$ cat src/rtl/fp_add_pkg.sv
// fp_add_pkg: shared types and constants for the FP32 adder arbiter
package fp_add_pkg;
  localparam int FP32_W = 32;
  typedef enum logic [1:0] {IDLE, RUN, DRAIN} arb_state_t;
  typedef struct packed {
    logic vld;
    logic owner;
  } arb_tag_t;
endpackage

$ cat src/rtl/fp_add_tag_pipe.sv
// fp_add_tag_pipe: fixed-depth shift register tracking owner of each in-flight add
module fp_add_tag_pipe
  import fp_add_pkg::*;
#(
  parameter int  DEPTH = 3,
  parameter type T     = arb_tag_t
) (
  input  logic i_clk,
  input  logic i_rst_n,
  input  logic i_push,
  input  T     i_tag,
  output T     o_tail,
  output logic o_empty
);
  T r_pipe [DEPTH];
  // shift one stage per cycle; an empty slot is inserted when nothing issues
  always_ff @(posedge i_clk or negedge i_rst_n) begin
    if (!i_rst_n) begin
      for (int k = 0; k < DEPTH; k++) r_pipe[k] <= '0;
    end else begin
      r_pipe[0] <= i_push ? i_tag : '0;
      for (int k = 1; k < DEPTH; k++) r_pipe[k] <= r_pipe[k-1];
    end
  end
  // pipe is empty when no stage holds a live tag
  always_comb begin
    o_empty = 1'b1;
    for (int k = 0; k < DEPTH; k++) if (r_pipe[k] != '0) o_empty = 1'b0;
  end
  assign o_tail = r_pipe[DEPTH-1];
endmodule

$ cat src/rtl/fp_add_arbiter.sv
// fp_add_arbiter: round-robin sharing of one pipelined FP32 adder by two requesters; FP_ARB_STATS_EN adds grant counters
module fp_add_arbiter
  import fp_add_pkg::*;
#(
  parameter int SIZE_DATA = FP32_W,
  parameter int ADD_LAT   = 3,
  parameter int CNT_W     = 16
) (
  input  logic                 i_clk,
  input  logic                 i_rst_n,
  input  logic                 i_valid_0,
  input  logic                 i_valid_1,
  input  logic [SIZE_DATA-1:0] i_a_0,
  input  logic [SIZE_DATA-1:0] i_b_0,
  input  logic [SIZE_DATA-1:0] i_a_1,
  input  logic [SIZE_DATA-1:0] i_b_1,
  output logic                 o_ready_0,
  output logic                 o_ready_1,
  output logic                 o_add_valid,
  output logic [SIZE_DATA-1:0] o_add_a,
  output logic [SIZE_DATA-1:0] o_add_b,
  input  logic                 i_add_valid,
  input  logic [SIZE_DATA-1:0] i_add_result,
  output logic                 o_res_valid_0,
  output logic                 o_res_valid_1,
  output logic [SIZE_DATA-1:0] o_res,
  input  logic                 i_flush,
  output logic                 o_idle,
`ifdef FP_ARB_STATS_EN
  output logic [CNT_W-1:0]     o_cnt_0,
  output logic [CNT_W-1:0]     o_cnt_1,
`endif
  output logic                 o_err
);
  arb_state_t r_state, w_next;
  logic       r_rr, r_ran, r_err;
  logic       w_gnt_0, w_gnt_1, w_empty;
  arb_tag_t   w_tail;
  // next state and grant; nothing is granted in the cycle flush is seen
  always_comb begin
    w_next  = r_state;
    w_gnt_0 = 1'b0;
    w_gnt_1 = 1'b0;
    w_next  = (r_state == IDLE) ? (i_flush ? IDLE : RUN) :
              (r_state == RUN)  ? (i_flush ? DRAIN : RUN) :
              (w_empty ? IDLE : DRAIN);
    w_gnt_0 = (r_state == RUN) && !i_flush && i_valid_0 && (!i_valid_1 || !r_rr);
    w_gnt_1 = (r_state == RUN) && !i_flush && i_valid_1 && (!i_valid_0 || r_rr);
  end
  // state, round-robin pointer, first-run marker and sticky error
  always_ff @(posedge i_clk or negedge i_rst_n) begin
    if (!i_rst_n) begin
      r_state <= IDLE;
      r_rr    <= 1'b0;
      r_ran   <= 1'b0;
      r_err   <= 1'b0;
    end else begin
      r_state <= w_next;
      r_rr    <= (i_valid_0 && i_valid_1 && (w_gnt_0 || w_gnt_1)) ? !r_rr : r_rr;
      r_ran   <= r_ran || (r_state == RUN);
      r_err   <= r_err || (i_add_valid != w_tail.vld);
    end
  end
  fp_add_tag_pipe #(.DEPTH(ADD_LAT), .T(arb_tag_t)) u_tag_pipe (
    .i_clk   (i_clk),
    .i_rst_n (i_rst_n),
    .i_push  (o_add_valid),
    .i_tag   ('{vld: 1'b1, owner: w_gnt_1}),
    .o_tail  (w_tail),
    .o_empty (w_empty)
  );
  assign o_ready_0     = w_gnt_0;
  assign o_ready_1     = w_gnt_1;
  assign o_add_valid   = w_gnt_0 || w_gnt_1;
  assign o_add_a       = w_gnt_0 ? i_a_0 : w_gnt_1 ? i_a_1 : '0;
  assign o_add_b       = w_gnt_0 ? i_b_0 : w_gnt_1 ? i_b_1 : '0;
  assign o_res_valid_0 = w_tail.vld && !w_tail.owner;
  assign o_res_valid_1 = w_tail.vld && w_tail.owner;
  assign o_res         = w_tail.vld ? i_add_result : '0;
  assign o_idle        = (r_state == IDLE) && r_ran;
  assign o_err         = r_err;
`ifdef FP_ARB_STATS_EN
  logic [CNT_W-1:0] r_cnt_0, r_cnt_1;
  // saturating per-requester grant counters
  always_ff @(posedge i_clk or negedge i_rst_n) begin
    if (!i_rst_n) begin
      r_cnt_0 <= '0;
      r_cnt_1 <= '0;
    end else begin
      r_cnt_0 <= r_cnt_0 + CNT_W'(w_gnt_0 && !(&r_cnt_0));
      r_cnt_1 <= r_cnt_1 + CNT_W'(w_gnt_1 && !(&r_cnt_1));
    end
  end
  assign o_cnt_0 = r_cnt_0;
  assign o_cnt_1 = r_cnt_1;
`endif
endmodule

$ cat config.mk
export PLATFORM = sky130hd
export DESIGN_NAME = fp_add_arbiter
export DESIGN_NICKNAME = d
export VERILOG_FILES = /design/src/rtl/fp_add_pkg.sv /design/src/rtl/fp_add_tag_pipe.sv /design/src/rtl/fp_add_arbiter.sv
export SDC_FILE = /design/constraint.sdc
export NUM_CORES = 1
export LEC_CHECK = 0
export ABC_AREA = 1
export CAP_MARGIN = 20
export CORE_AREA = 4 4 104 106
export DETAILED_ROUTE_END_ITERATION = 7
export DIE_AREA = 0 0 108 110
export GPL_ROUTABILITY_DRIVEN = 0
export PLACE_DENSITY = 0.72
export SLEW_MARGIN = 20
export SYNTH_ARGS = -nofsm -noshare
export SYNTH_HDL_FRONTEND = slang
export SYNTH_SLANG_ARGS = --single-unit
$ cat constraint.sdc
create_clock -name i_clk -period 4.2 [get_ports i_clk]
set_input_delay 1.05 -clock i_clk [delete_from_list [all_inputs] [get_ports i_clk]]
set_output_delay 1.05 -clock i_clk [all_outputs]
set_load 0.1 [all_outputs]
**Word-level counts from Yosys, hierarchy flattened**

Cells that the tools add are included.

- Reduce and logical (&&, ||, !) cells: 24
- Equality and inequality tests: 2
- Mux-type cells: 14

Operators by type and width:

| operator | number |
|---|---|
| 32-bit two-way mux | 5 |
| 1-bit logical AND | 10 |
| 2-bit two-way mux | 5 |
| 2-bit nonzero test | 3 |
| 1-bit logical NOT | 5 |
| 1-bit logical OR | 5 |
| 1-bit two-way mux | 4 |
| 2-bit by 1-bit == test with 1-bit output (second input constant) | 1 |
| 2-bit logical NOT | 1 |
| 1-bit != test | 1 |

- Input port bits: 166
- Bits in registers: 11
- Output and inout port bits: 103
- Word-level logic and storage cells: 50

**Longest topological paths before layout**

Gate-level depths: netlist (run 1).

- Depth in word-level cells: 7
- Depth in mapped cells: 7
- Gate-level depth less buffers: 5

**Modules after synthesis**

A second synthesis (run 1) with hierarchy kept.

- Cells, all modules: 347
- Area, all modules: 1920.6 um2

By module, submodules not included:

| module | area an instance (um2) | sequential area each (um2) | instances | cells each |
|---|---|---|---|---|
| fp_add_arbiter | 1719.1 | 125.1 | 1 | 330 |
| fp_add_tag_pipe | 201.4 | 150.1 | 1 | 17 |

**Worst setup path after synthesis (run 1)**

No wires, ideal clock.

- Kind: register -> output
- From: register r_state[1]
- To: output port o_idle
- Data required time: 3.150 ns
- Arrival time: 2.504 ns
- Path buffers: 0
- Stages on the path, launching flop included: 2
- Setup slack: 0.646 ns
- Path through: dfrtp_1 nor3_1

- Cells in the longest elaborated chain, start to end: 2

RTL lines:

| what | RTL line | source |
|---|---|---|
| from (decl) | fp_add_arbiter.sv:35 | `arb_state_t r_state, w_next;` |
| from (signal assigned) | fp_add_arbiter.sv:58 | `r_state <= w_next;` |
| 2-bit logical NOT | fp_add_arbiter.sv:80 | `assign o_idle = (r_state == IDLE) && r_ran;` |
| 1-bit logical AND | fp_add_arbiter.sv:80 |  |
| to (decl) | fp_add_arbiter.sv:28 | `output logic o_idle,` |

Every way passes these cells.

**Final worst setup path (run 1)**

- From: input port i_flush
- To: output port o_add_a[0]

- Cells in the longest elaborated chain, start to end: 6
- Elaborated cells between the ends (all ways): 8
- Classes of those cells: 2 x mux; 6 x reduce/logical

RTL lines:

| what | RTL line | source |
|---|---|---|
| from (decl) | fp_add_arbiter.sv:27 | `input logic i_flush,` |
| 1-bit logical NOT * | fp_add_arbiter.sv:47, fp_add_arbiter.sv:48 |  |
| 1-bit logical AND * | fp_add_arbiter.sv:47, fp_add_arbiter.sv:48 |  |
| 1-bit logical AND (2 in a row) | fp_add_arbiter.sv:48 | `w_gnt_1 = (r_state == RUN) && !i_flush && i_valid_1 && (!i_valid_0 \|\| r_rr);` |
| 32-bit two-way mux | fp_add_arbiter.sv:75 | `assign o_add_a = w_gnt_0 ? i_a_0 : w_gnt_1 ? i_a_1 : '0;` |
| 32-bit two-way mux * | fp_add_arbiter.sv:75 |  |
| to (decl) | fp_add_arbiter.sv:20 | `output logic [SIZE_DATA-1:0] o_add_a,` |

Every way passes the cells marked *; elsewhere a longest branch is shown, timed or not.

==> summary.txt, run 1 <==
Run status
  • Status: finished, final reports clean

Placement
  • Placed insts: 713
  • HPWL after detailed placement: 9010 um
  • Port Buf Inserts: 268

Synthesis
  • Synth Register Bits: 11
  • Post-synth cell types: 18
  • Sequential area share after synthesis: 14.8%
  • Ys Warns: 0
  • Post-synth top flop: dfrtp_1
  • Post-synth EDFFs: 0
  • Cell area after synthesis: 0.00186 sq mm
  • Mean area per synthesized cell: 5.43 sq um
  • Largest cells by area after synthesis: nand4_1 22%, nand2_1 21%, nand3_1 18%, dfrtp_1 15%, inv_1 8.3%
  • Area leader, netlist: nand4_1
  • Mapped Cells: 343
  • Syn Nets: 509
  • Fraction of registers with async set/reset: 100%
  • Most common cell in the synthesized netlist: nand2_1
  • Top post-synthesis cells by count: 104 x nand2_1, 66 x nand3_1, 66 x nand4_1
  • Synth top area share: 22.2%

Power
  • Leakage Power: 2.59 nW
  • PwrDens: 330 mW/mm^2
  • Peak supply drop: 158 uV

GRT
  • Total grt overflow: 0
  • Initial antenna violation count: 0
  • First-pass GRT wire length: 15500 um
  • Vias in the first global route: 3137
  • Total GRT Usage: 16.3%
  • Largest net degree at the start of global routing: 73

Finish
  • Layout area overhead: 181%
  • Final std cells w/o fill: 717
  • Layout cells sized above 1: 20.5%
  • N_diodes: 0
  • Layout Nets: 751

Clocking
  • CTS H-tree depth: 1
  • CTS tree: done
  • Cts hold-fix bufs: 0
  • Clk slew on worst S/H paths: 0.05 ns
  • Clk_lat worst skew: 0.24 ns
  • Clk root buf: clkbuf_8
  • Post-cts sizing count: 0
  • Setup bufs post-CTS: 0
  • Clk sinks: 11
  • Num CTS Buffers: 3
  • Max Root-Sink Buffers: 2

Critical path
  • Req. time, crit path: 3.15 ns
  • CP Data Arrival Time: 2.73 ns
  • Setup crit start kind: primary input
  • Crit path max fanout: 59
  • Setup Crit Path Kind: in2out
  • CP Capture Type: output port

Routing
  • Post-route ant nets: 0
  • Vias after detailed routing: 3282
  • DR pass1 iterations: 4
  • DRC viols: 0
  • Final WL: 10900 um
  • WL/cell: 15.2 um
  • Via density: 4.58
  • 1st-iter DRT viols: 182

STA
  • Final worst path period share: 90.1%
  • Setup TNS: 0 ns
  • Fin. Hold Viols: 0
  • Slew Limit Fails: 0
  • FMAX: 264 MHz
  • Clock skew: 0.00449 ns
  • Least-Margin Pin Slew: 0.961 ns
  • Setup Viol. Count Final: 0
  • Final min period: 3.78 ns
  • Unrepaired setup endpoints after global routing: no
  • Slew headroom: 35.7%

Floorplanning
  • Starting Density: 19.0%
  • Die width: 108 um
  • Die height: 110 um
  • Core area: 0.00977 sq mm
  • Die area: 0.0119 sq mm
  • # rows: 36
  • Io pins: 269

Hold path
  • Hold Path Class: reg2reg

Run
  • Max-cap violations: 0
[path summary, 6_finish.rpt]
path | startpoint | to | slack, ns | depth (start not counted)
max in group asynchronous | i_rst_n | u_tag_pipe.o_tail[1] | 2.73 | 1
worst max register to register | u_tag_pipe.o_tail[1] | o_err | 2.63 | 3
worst min-delay path | u_tag_pipe.r_pipe[3] | u_tag_pipe.o_tail[1] | 0.37 | 0
worst max-delay path | i_flush | o_add_a[0] | 0.42 | 6
min in group asynchronous | i_rst_n | o_err | 1.14 | 1
worst min register to register | u_tag_pipe.r_pipe[3] | u_tag_pipe.o_tail[1] | 0.37 | 0
[metal layers]
metal  GRT usage (%)  share of wire (%)  vias to the layer above
li1                -                  -                     1634
met1            15.6                 33                     1461
met5               0                  0                        -
met4            3.97                1.5                        0
met3            6.41                 12                       12
met2            32.5                 53                      175
[layout by cell type (no fill, tap or decap)]
cell type	instances
clkdlybuf4s50_1	165
nor2_1	7
o21ai_0	1
inv_2	2
buf_4	40
dfrtp_1	11
a21boi_4	1
a21oi_1	2
buf_2	1
nor2_4	1
nand3_1	66
nand2_1	103
nand4_1	66
nor3_1	1
buf_12	70
inv_1	41
clkbuf_8	3
clkbuf_1	1
nand2_2	2
[cell families (layout without fill, tap and decap cells)]
kind of cell    Yosys count  after routing  synth area share (%)
flops                    11             11                  14.8
buf+inv                  82            323                  20.3
simple gates            246            246                  63.5
compound gates            4              4                  1.41
[power by group]
| group | switching, mW | internal (mW) | leakage, nW |
|---|---|---|---|
| logic | 0.986 | 0.475 | 2.43 |
| registers | 0.0326 | 0.125 | 0.137 |
| clock network | 0.0389 | 0.0666 | 0.0228 |
[worst max-delay path, cell delays in order]
cell             delay [ns]
clkdlybuf4s50_1        0.51
nor2_4                 0.18
buf_4                  0.47
nand4_1                0.16
nand2_1                0.15
buf_12                 0.18
[stage by stage]
step	utilization, %	total power, mW	setup WS, ns	area [sq um]	hold slack [ns]
4_1_cts	53.5	1.74	0.409	5230	0.379
5_1_grt	53.5	1.80	0.269	5230	0.384
6_report	53.5	1.72	0.416	5230	0.374
2_1_floorplan	-	1.08	0.646	1860	0.354
3_5_place_dp	53.0	1.63	0.421	5180	0.367
3_3_place_gp	53.0	1.61	0.483	5180	0.360
[flip-flops by register name (all words and copies together) (netlist names)]
signal / count
u_tag_pipe.r_pipe: 4
r_state: 2
u_tag_pipe.o_tail: 2
o_err: 1
r_ran: 1
r_rr: 1
[layout make-up]
type                       instances  area [sq um]
inverter                          43           161
sequential                        11           275
clock buffer                       4          45.0
tap                              133           166
fill                             897          4550
multi-input combinational        250          1220
timing repair buffer             276          3360
No activity file was read; power rests on OpenSTA's default activity.
==> inputs of run 2 (changes only) <==
--- a/config.mk
+++ b/config.mk
@@ -12,6 +12,7 @@
 export DIE_AREA = 0 0 108 110
 export GPL_ROUTABILITY_DRIVEN = 0
 export PLACE_DENSITY = 0.72
+export REMOVE_ABC_BUFFERS = 1
 export SLEW_MARGIN = 20
 export SYNTH_ARGS = -nofsm -noshare
 export SYNTH_HDL_FRONTEND = slang
==> run 2 against run 1 <==
First-iteration DRC count grew 3.3%. Global-route usage grew 1.1 points. Worst hold slack gained 0.0043 ns. Register-to-register slack is essentially flat. Sequential share of layout area is essentially flat. Die area is the same. Non-clock buffer count is the same. Wire length grew 5.1%. Sequential power is essentially flat. Clock power is essentially flat. Clock skew shrank 0.0035 ns. Critical path type unchanged.
==> summary.txt, run 2 (same netlist as run 1, synthesis figures left out) <==
Run status
  • Status: finished, final reports clean

Routing
  • Vias after detailed routing: 3357 (+2.3%)
  • WL/cell: 16.0 um (+5.1%)
  • DR pass1 iterations: 4 (unchanged)
  • Post-route ant nets: 0 (unchanged)
  • 1st-iter DRT viols: 188 (+3.3%)
  • DRC viols: 0 (unchanged)
  • Final WL: 11500 um (+5.1%)
  • Via density: 4.68 (+2.3%)

GRT
  • Initial antenna violation count: 0 (unchanged)
  • Largest net degree at the start of global routing: 68 (-6.8%)
  • Vias in the first global route: 3260 (+3.9%)
  • Total GRT Usage: 17.4% (+1.1 points)
  • Total grt overflow: 0 (unchanged)
  • First-pass GRT wire length: 16400 um (+5.7%)

STA
  • Setup TNS: 0 ns (unchanged)
  • Unrepaired setup endpoints after global routing: no
  • Final min period: 3.79 ns (+0.00932 ns)
  • FMAX: 264 MHz (-0.25%)
  • Fin. Hold Viols: 0 (unchanged)
  • Least-Margin Pin Slew: 0.976 ns (+0.0150 ns)
  • Setup Viol. Count Final: 0 (unchanged)
  • Slew headroom: 34.7% (-1.0 points)
  • Final worst path period share: 90.3% (+0.22 points)
  • Clock skew: 0.000986 ns (-0.00351 ns)
  • Slew Limit Fails: 0 (unchanged)

Floorplanning
  • Core area: 0.00977 sq mm (unchanged)
  • Die height: 110 um (unchanged)
  • Die width: 108 um (unchanged)
  • Die area: 0.0119 sq mm (unchanged)
  • # rows: 36 (unchanged)
  • Starting Density: 19.0% (unchanged)
  • Io pins: 269 (unchanged)

Clocking
  • Clk root buf: clkbuf_8
  • CTS tree: done
  • Clk slew on worst S/H paths: 0.05 ns (about the same)
  • Max Root-Sink Buffers: 2 (unchanged)
  • Clk_lat worst skew: 0.23 ns (about the same)
  • Cts hold-fix bufs: 0 (unchanged)
  • Setup bufs post-CTS: 0 (unchanged)
  • Num CTS Buffers: 3 (unchanged)
  • Clk sinks: 11 (unchanged)
  • CTS H-tree depth: 1 (unchanged)
  • Post-cts sizing count: 0 (unchanged)

Finish
  • Layout Nets: 751 (unchanged)
  • Layout cells sized above 1: 20.4% (-0.17 points)
  • Design area: 0.00525 sq mm (+0.53%)
  • N_diodes: 0 (unchanged)
  • Largest register FFs: 4 (unchanged)
  • Reg with most FFs: u_tag_pipe.r_pipe
  • Commonest non-fill, non-tap cell in the layout: clkdlybuf4s50_1
  • Layout area overhead: 182%
  • Most frequent cells in the layout: 166 x clkdlybuf4s50_1, 103 x nand2_1, 72 x buf_12

Power
  • Peak supply drop: 147 uV (-7.1%)
  • PwrDens: 330 mW/mm^2 (about the same)
  • Leakage Power: 2.59 nW (+0.17%)

Critical path
  • CP Data Arrival Time: 2.74 ns (about the same)
  • Setup Crit Path Kind: in2out
  • Req. time, crit path: 3.15 ns (about the same)
  • CP Capture Type: output port
  • Setup crit start kind: primary input
  • Crit path max fanout: 21 (-64%)

Placement
  • Placed Area: 0.00521 sq mm (+0.53%)
  • Port Buf Inserts: 268 (unchanged)
  • HPWL after detailed placement: 9540 um (+5.9%)

Run
  • Max-cap violations: 0 (unchanged)

Hold path
  • Hold Path Class: reg2reg
-- run 2: cell count changes in the layout (fill, tap and decap cells not counted) --
cell	change
clkdlybuf4s50_1	+1
buf_12	+2
buf_4	-3
-- run 2: layer usage --
layer  routed length [um]  share of wire (%)  track usage, %  up-vias
met1                 3780                 33            16.8     1474
li1                     -                  -               -     1636
met3                 1390                 12            6.00       30
met2                 5930                 52            34.1      217
met5                    0                  0               0        -
met4                  370                3.2            5.77        0
-- run 2: path summary, 6_finish.rpt --
kind | startpoint | endpoint | slack, ns | depth (start not counted)
min | u_tag_pipe.r_pipe[2] | u_tag_pipe.o_tail[0] | 0.38 | 0
min in group asynchronous | i_rst_n | o_err | 1.14 | 1
min reg2reg | u_tag_pipe.r_pipe[2] | u_tag_pipe.o_tail[0] | 0.38 | 0
max reg2reg | u_tag_pipe.o_tail[1] | o_err | 2.64 | 3
max in group asynchronous | i_rst_n | u_tag_pipe.o_tail[1] | 2.74 | 1
max | i_valid_1 | o_add_a[29] | 0.41 | 6
-- run 2: report_power, final --
part	leakage, nW	internal (mW)	switching, mW	total [mW]
combinational	2.43	0.482	0.991	1.47
clock	0.0228	0.0663	0.0360	0.102
sequential	0.137	0.125	0.0326	0.157
-- run 2: critical path: stages --
cell	delay [ns]
clkdlybuf4s50_1	0.54
a21boi_4	0.36
buf_4	0.33
nand3_1	0.12
nand2_1	0.14
buf_12	0.18
-- run 2: area by class of cell --
| cell class | count | area [sq um] |
|---|---|---|
| Tap cell | 133 | 166 |
| Clock buffer | 4 | 45.0 |
| Sequential cell | 11 | 275 |
| Fill cell | 889 | 4520 |
| Timing Repair Buffer | 276 | 3390 |
| Inverter | 43 | 161 |
| Multi-Input combinational cell | 250 | 1220 |
-- run 2: per-stage QoR --
| stage | total power, mW | utilization, % | worst slack (ns) | hold WS, ns | instances |
|---|---|---|---|---|---|
| 5_1_grt | 1.80 | 53.7 | 0.302 | 0.392 | 717 |
| 3_3_place_gp | 1.63 | 53.3 | 0.468 | 0.361 | 713 |
| 6_report | 1.73 | 53.7 | 0.406 | 0.378 | 717 |
| 4_1_cts | 1.74 | 53.7 | 0.408 | 0.383 | 717 |
| 3_5_place_dp | 1.64 | 53.3 | 0.431 | 0.371 | 713 |
| 2_1_floorplan | 1.02 | - | -0.260 | 0.354 | 304 |
